<file path="config.mk">
export PLATFORM = sky130hd
export DESIGN_NAME = vga_timing_gen
export DESIGN_NICKNAME = d
export VERILOG_FILES = /design/src/rtl/vga_timing_gen_pkg.sv /design/src/rtl/vga_timing_gen_pixel_tick.sv /design/src/rtl/vga_timing_gen.sv
export SDC_FILE = /design/constraint.sdc
export NUM_CORES = 1
export LEC_CHECK = 0
export BUFFER_PORTS_ARGS = -buffer_cell sky130_fd_sc_hd__buf_2
export CORE_MARGIN = 5
export CORE_UTILIZATION = 29
export CTS_CLUSTER_SIZE = 28
export DETAILED_ROUTE_END_ITERATION = 7
export HOLD_SLACK_MARGIN = 0.08
export PLACE_DENSITY = 0.57
export SETUP_SLACK_MARGIN = 0.15
export SYNTH_ARGS = -nofsm -noshare
export SYNTH_HDL_FRONTEND = slang
export SYNTH_SLANG_ARGS = --single-unit
</file>
<file path="constraint.sdc">
create_clock -name clk -period 3.15 [get_ports clk]
set_input_delay 0.63 -clock clk [delete_from_list [all_inputs] [get_ports clk]]
set_output_delay 0.63 -clock clk [all_outputs]
set_load 0.005 [all_outputs]
</file>
<file path="src/rtl/vga_timing_gen_pkg.sv">
// Shared 640x480@60 timing defaults, coordinate type and sync decode used by
// vga_timing_gen and by the display blocks that consume x/y.
package vga_timing_pkg;

  localparam int unsigned COORD_W = 10;

  localparam int unsigned H_DISPLAY_DEF = 640;
  localparam int unsigned H_FRONT_DEF   = 16;
  localparam int unsigned H_SYNC_DEF    = 96;
  localparam int unsigned H_BACK_DEF    = 48;
  localparam int unsigned H_TOTAL_DEF   = H_DISPLAY_DEF + H_FRONT_DEF + H_SYNC_DEF + H_BACK_DEF;

  localparam int unsigned V_DISPLAY_DEF = 480;
  localparam int unsigned V_FRONT_DEF   = 10;
  localparam int unsigned V_SYNC_DEF    = 2;
  localparam int unsigned V_BACK_DEF    = 33;
  localparam int unsigned V_TOTAL_DEF   = V_DISPLAY_DEF + V_FRONT_DEF + V_SYNC_DEF + V_BACK_DEF;

  localparam int unsigned HSYNC_START_DEF = H_DISPLAY_DEF + H_FRONT_DEF;
  localparam int unsigned HSYNC_END_DEF   = HSYNC_START_DEF + H_SYNC_DEF - 1;
  localparam int unsigned VSYNC_START_DEF = V_DISPLAY_DEF + V_FRONT_DEF;
  localparam int unsigned VSYNC_END_DEF   = VSYNC_START_DEF + V_SYNC_DEF - 1;

  typedef logic [COORD_W-1:0] coord_t;

  typedef struct packed {
    logic hsync;
    logic vsync;
    logic video_on;
  } sync_t;

  localparam sync_t SYNC_RESET = '{hsync: 1'b1, vsync: 1'b1, video_on: 1'b1};

  // Syncs are active-low inside their inclusive [start, end] windows.
  function automatic sync_t decode_sync(
    input coord_t xc,
    input coord_t yc,
    input coord_t h_disp,
    input coord_t hs_start,
    input coord_t hs_end,
    input coord_t v_disp,
    input coord_t vs_start,
    input coord_t vs_end
  );
    sync_t s;
    s.hsync    = !((xc >= hs_start) && (xc <= hs_end));
    s.vsync    = !((yc >= vs_start) && (yc <= vs_end));
    s.video_on = (xc < h_disp) && (yc < v_disp);
    return s;
  endfunction

endpackage

</file>
<file path="src/rtl/vga_timing_gen_pixel_tick.sv">
// Pixel-rate strobe: divides clk by CLK_DIV into a registered one-clk p_tick.
module vga_pixel_tick
  import vga_timing_pkg::*;
#(
  parameter int unsigned CLK_DIV = 4
) (
  input  logic clk,
  input  logic reset_n,
  output logic p_tick
);

  localparam int unsigned           DIV_W    = $clog2(CLK_DIV);
  localparam logic [DIV_W-1:0]      DIV_LAST = DIV_W'(CLK_DIV - 1);

  logic [DIV_W-1:0] div_cnt_q, div_cnt_d;
  logic             p_tick_q, p_tick_d;

  always_comb begin
    div_cnt_d = (div_cnt_q == DIV_LAST) ? '0 : div_cnt_q + DIV_W'(1);
    p_tick_d  = (div_cnt_q == DIV_LAST);
  end

  always_ff @(posedge clk or negedge reset_n) begin
    if (!reset_n) begin
      div_cnt_q <= '0;
      p_tick_q  <= 1'b0;
    end else begin
      div_cnt_q <= div_cnt_d;
      p_tick_q  <= p_tick_d;
    end
  end

  assign p_tick = p_tick_q;

endmodule

</file>
<file path="src/rtl/vga_timing_gen.sv">
// VGA scan counters, sync decode and frame_start pulse driven by vga_pixel_tick.
// Optional VGA_TIMING_GEN_SYNC_DELAY_EN adds one pixel-tick stage to hsync/vsync/video_on.
module vga_timing_gen
  import vga_timing_pkg::*;
#(
  parameter int unsigned CLK_DIV   = 4,
  parameter int unsigned H_DISPLAY = H_DISPLAY_DEF,
  parameter int unsigned H_FRONT   = H_FRONT_DEF,
  parameter int unsigned H_SYNC    = H_SYNC_DEF,
  parameter int unsigned H_BACK    = H_BACK_DEF,
  parameter int unsigned V_DISPLAY = V_DISPLAY_DEF,
  parameter int unsigned V_FRONT   = V_FRONT_DEF,
  parameter int unsigned V_SYNC    = V_SYNC_DEF,
  parameter int unsigned V_BACK    = V_BACK_DEF
) (
  input  logic               clk,
  input  logic               reset_n,
  output logic               p_tick,
  output logic [COORD_W-1:0] x,
  output logic [COORD_W-1:0] y,
  output logic               hsync,
  output logic               vsync,
  output logic               video_on,
  output logic               frame_start
);

  localparam int unsigned H_TOTAL = H_DISPLAY + H_FRONT + H_SYNC + H_BACK;
  localparam int unsigned V_TOTAL = V_DISPLAY + V_FRONT + V_SYNC + V_BACK;

  localparam coord_t H_LAST   = coord_t'(H_TOTAL - 1);
  localparam coord_t V_LAST   = coord_t'(V_TOTAL - 1);
  localparam coord_t H_DISP_C = coord_t'(H_DISPLAY);
  localparam coord_t V_DISP_C = coord_t'(V_DISPLAY);
  localparam coord_t HS_START = coord_t'(H_DISPLAY + H_FRONT);
  localparam coord_t HS_END   = coord_t'(H_DISPLAY + H_FRONT + H_SYNC - 1);
  localparam coord_t VS_START = coord_t'(V_DISPLAY + V_FRONT);
  localparam coord_t VS_END   = coord_t'(V_DISPLAY + V_FRONT + V_SYNC - 1);

  logic   tick;
  coord_t x_q, x_d;
  coord_t y_q, y_d;
  logic   frame_start_q, frame_start_d;
  sync_t  sync_q, sync_d;
  sync_t  sync_out;

  vga_pixel_tick #(
    .CLK_DIV (CLK_DIV)
  ) u_tick (
    .clk     (clk),
    .reset_n (reset_n),
    .p_tick  (tick)
  );

  // Decoding from the next-state counters keeps the registered syncs aligned with x/y.
  always_comb begin
    x_d           = x_q;
    y_d           = y_q;
    frame_start_d = 1'b0;
    if (tick) begin
      if (x_q == H_LAST) begin
        x_d = '0;
        if (y_q == V_LAST) begin
          y_d           = '0;
          frame_start_d = 1'b1;
        end else begin
          y_d = y_q + coord_t'(1);
        end
      end else begin
        x_d = x_q + coord_t'(1);
      end
    end
    sync_d = decode_sync(x_d, y_d, H_DISP_C, HS_START, HS_END, V_DISP_C, VS_START, VS_END);
  end

  always_ff @(posedge clk or negedge reset_n) begin
    if (!reset_n) begin
      x_q           <= '0;
      y_q           <= '0;
      frame_start_q <= 1'b0;
      sync_q        <= SYNC_RESET;
    end else begin
      x_q           <= x_d;
      y_q           <= y_d;
      frame_start_q <= frame_start_d;
      sync_q        <= sync_d;
    end
  end

`ifdef VGA_TIMING_GEN_SYNC_DELAY_EN
  sync_t sync_dly_q;

  always_ff @(posedge clk or negedge reset_n) begin
    if (!reset_n) begin
      sync_dly_q <= SYNC_RESET;
    end else if (tick) begin
      sync_dly_q <= sync_q;
    end
  end

  assign sync_out = sync_dly_q;
`else
  assign sync_out = sync_q;
`endif

  assign p_tick      = tick;
  assign x           = x_q;
  assign y           = y_q;
  assign hsync       = sync_out.hsync;
  assign vsync       = sync_out.vsync;
  assign video_on    = sync_out.video_on;
  assign frame_start = frame_start_q;

endmodule
</file>
# Yosys cells after proc, flatten, opt, wreduce, memory -nomap -nowiden
# Index checks and enable logic that the tools add are counted.
# Widths: inputs -> output; s select.
# word_totals
register_bits,27
input_bits,2
output_inout_bits,25
elab_cells,34
# op_classes
n_addsub,3
magnitude_cmp,6
eq_ne,3
mux,9
reduce_logical,5
# ops
op,count
$mux 10,5
$add 10x1->10 const B,2
$eq 10x10->1 const B,2
$ge 10x10->1 const B,1
$ge 10x9->1 const B,1
$le 10x10->1 const B,1
$le 10x9->1 const B,1
$lt 10x10->1 const B,1
$lt 10x9->1 const B,1
$logic_and 1x1->1,3
$mux 1,3
$add 2x1->2 const B,1
$eq 2x2->1 const B,1
$logic_not 1->1,2
$mux 2,1

# Depth between registers and ports, before layout
# depth
ltp_word,7
mapped_depth,8

# By module
# From an unflattened synthesis, not the netlist that was laid out.
# unflattened
hier_cells,141
hier_area_um2,1421.4
# modules_own_cells
module,instances,cells_each,area_per_inst_um2,seq_area_each_um2
vga_timing_gen,1,136,1330.0,604.3
vga_pixel_tick,1,5,91.3,75.1

# Worst setup path after synthesis
# Ideal clock, no wire load.
# synth_path
path_kind,register to register
from,reg y_q[4] (netlist: y[4])
to,reg sync_q (netlist bit vsync)
setup_time_ns,0.091
t_arrival_ns,1.802
t_required_ns,3.059
path_slack_ns,1.257
path_stages_with_launch,7
n_path_buf,0
period_less_slack_ns,1.893
cell_sequence,dfrtp_1 or4_4 nor4_4 nor2_1 mux2_2 nor3_2 nand4b_1
# synth_rtl
item,line,text
start: declaration,vga_timing_gen.sv:41,"coord_t y_q, y_d;"
start signal: assignment,vga_timing_gen.sv:83,y_q <= y_d;
end signal: assignment,vga_timing_gen.sv:85,sync_q <= sync_d;
end: declaration,vga_timing_gen.sv:43,"sync_t sync_q, sync_d;"

==> metrics <==
Die Y 81.3 µm; Power Internal 0.438 mW; # IOs 27; Unique masters post-synth 44; Logic pwr share 1.2%; Std-Cell Rows 26; Syn Area/Cell 10.0 µm²; Sequential Power Share 63.1%; FFs w/ async S/R, synth 100%; area post-placement 0.00167 mm²; #FFs+latches synth 27; power density over the cells 320 mW/mm²; final hold violations 0; CTS max path bufs 2; Overflow after GRT 0; CP arrival 2.36 ns; Tcrit/Tclk final 68.7%; H-tree Lvls 1; R2R Path End video_on; Worst path slowest cell and4_1; Sw Ratio 20.4%; CP Max Fanout 10; Critical Path RT 3.34 ns; Finished Cell Area 0.00172 mm²; HP Class input port to asynchronous set/reset pin; share of cells above drive strength 1 26.0%; run status finished clean; cts repair resizes 0; # diodes 0; Vias per Instance 4.82; HPWL Detailed 2420 µm; Max stage delay on crit path 0.50 ns; Final nets 180; area grow syn2layout 16.5%; Yosys Warn Count 0; Setup-failing EPs final 0; number of global-route vias before repair 1,151; TritonRoute pass-1 iters 4; Final WS setup 0.987 ns; WL/cell 13.1 µm; PnR Total Power 0.550 mW; Setup TNS 0 ns; DR iter-0 viols 54; Post-synth EDFFs 0; hold_buf cts 0; Num CTS Buffers 3; largest net degree at the start of global routing 28; root buf cell clkbuf_8; max-cap viol count 0; placed cells 239; synthesized area 0.00148 mm²; post-CTS repair timing setup buffer count 0; DR DRC count 0; r2r startpoint x[5]; Critical Path End Type flop; Hold WS 0.352 ns; Total GRT Usage 10.7%; fmax 462 MHz; initial antenna violation count 0; Main synth FF type dfrtp_1; first-pass GRT wire length 5530 µm; WS Path Type flop to flop; sequential area share after synthesis 46.1%; CTS tree done; Routed WL 3170 µm; Clock power frac 35.7%; LEAKAGE 0.814 nW; Port Buffers 26; clk sink count 27; RSZ-0062 raised after global routing no; Initial Util 29.4%; Final min period 2.16 ns; Clock Skew 0.00241 ns; Net Switching 0.112 mW; Post-Syn Instances 147; DRT antenna net count 0; Mapped Nets 153; Non-Filler Instances 243; CP Cell Sequence nor4b_2 > and4_1 > nand4_1 > xnor2_1 > nor2_1 > nor3_1; worst skew pair latency 0.27 ns; Die Wd 81.3 µm; die area 0.00661 mm²; worst slew pin tran 0.591 ns; GP Congestion 0.777; total number of vias 1,172; Worst-path clk slew 0.09 ns; Layout Utilization 34.3%; FF-to-FF setup slack 0.99 ns; fin. max-slew vios 0; startpoint type of the worst setup path flop; Core Footprint 0.00501 mm²; max_slew headroom 60.6%; fillcell total 539; peak supply drop 0.209 mV; setup slack at placement 0.967 ns; Worst Reg-to-Reg Cells 6
[power by group through the flow]
stage	clock network (mW)	logic [mW]	registers, mW
finish	0.196	0.00680	0.346
global route	0.220	0.00858	0.347
CTS	0.211	0.00768	0.347
detailed placement	0	0.00766	0.353
global placement	0	0.00766	0.353
floorplan	0	0.000000329	0.353
[critical path: cells and delay by family, from the launching register on]
kind          cells  cell delay (ns)
xor+xnor          1             0.21
flops             1             0.46
simple gates      5             1.41
[cells in the mapped netlist (2+ instances only)]
library cell | count | area [µm²]
dfrtp_1 | 24 | 601
and3_1 | 4 | 25.0
nand2b_1 | 3 | 18.8
nand4_1 | 4 | 25.0
nor2_1 | 10 | 37.5
xor2_1 | 4 | 35.0
inv_1 | 9 | 33.8
and2_2 | 2 | 15.0
o21ai_0 | 6 | 30.0
a21oi_1 | 5 | 25.0
nand3_1 | 11 | 55.1
o22ai_1 | 3 | 18.8
nand2_1 | 10 | 37.5
dfstp_2 | 3 | 78.8
xnor2_1 | 7 | 61.3
ha_1 | 4 | 50.1
mux2_2 | 2 | 22.5
nor3_1 | 4 | 20.0
nor3b_1 | 2 | 15.0
and4_1 | 4 | 35.0
buf_2 | 3 | 15.0
[worst max path at each step]
| stage | from | to | depth (start not counted) |
|---|---|---|---|
| 4_1_cts | x[5] | video_on | 6 |
| 3_5_place_dp | x[5] | video_on | 6 |
| 5_1_grt | x[5] | video_on | 6 |
| 3_3_place_gp | x[5] | video_on | 6 |
| 6_report | x[5] | video_on | 6 |
| 2_1_floorplan | y[4] | vsync | 6 |
[routing by layer]
metal	routed length, µm	GRT usage (%)	share of wire (%)	vias to the layer above
met5	0	0	0	-
met4	26	2.53	0.82	0
met3	157	2.99	4.9	4
met2	1390	16.1	44	24
met1	1600	14.9	50	561
li1	-	-	-	583
[cells by family after synthesis]
family,after synthesis,share of synthesized area [%]
xor gates and xnor gates,11,6.53
buffers and inverters,13,3.56
DFF,27,46.1
AOI/OAI and AO/OA,22,9.59
and+or+nand+nor,68,29.3
muxes,2,1.53
adders and majority gates,4,3.39
[cell usage in the layout, fill, tap and decap left out, types with 2 or more instances in the layout]
| master | netlist | routed |
|---|---|---|
| xor2_1 | 4 | 4 |
| nand3_1 | 11 | 11 |
| a21oi_1 | 5 | 5 |
| buf_2 | 3 | 26 |
| and3_1 | 4 | 4 |
| nor3b_1 | 2 | 2 |
| and2_2 | 2 | 2 |
| clkbuf_8 | 0 | 3 |
| dfrtp_1 | 24 | 24 |
| inv_1 | 9 | 9 |
| nor2_1 | 10 | 10 |
| o22ai_1 | 3 | 3 |
| nor3_1 | 4 | 4 |
| nand4_1 | 4 | 4 |
| ha_1 | 4 | 4 |
| dfstp_2 | 3 | 3 |
| mux2_2 | 2 | 2 |
| o21ai_0 | 6 | 6 |
| nand2_1 | 10 | 10 |
| and4_1 | 4 | 4 |
| xnor2_1 | 7 | 7 |
| nand2b_1 | 3 | 3 |
[state kept, by name, summed over array words and instances, names as in the netlist]
signal and count:
u_tick.p_tick 1, video_on 1, y 10, frame_start 1, x 10, vsync 1, u_tick.div_cnt_q 2, hsync 1
[final cells by class]
| cell class | count | area, µm² | share of cell area (%) |
|---|---|---|---|
| Clock buffer | 4 | 45.0 | 2.62 |
| Timing Repair Buffer | 26 | 130 | 7.57 |
| Tap cell | 70 | 87.6 | 5.09 |
| Sequential cell | 27 | 679 | 39.5 |
| Multi-Input combinational cell | 107 | 743 | 43.2 |
| Inverter | 9 | 33.8 | 1.97 |
No activity file was read; power rests on OpenSTA's default activity.
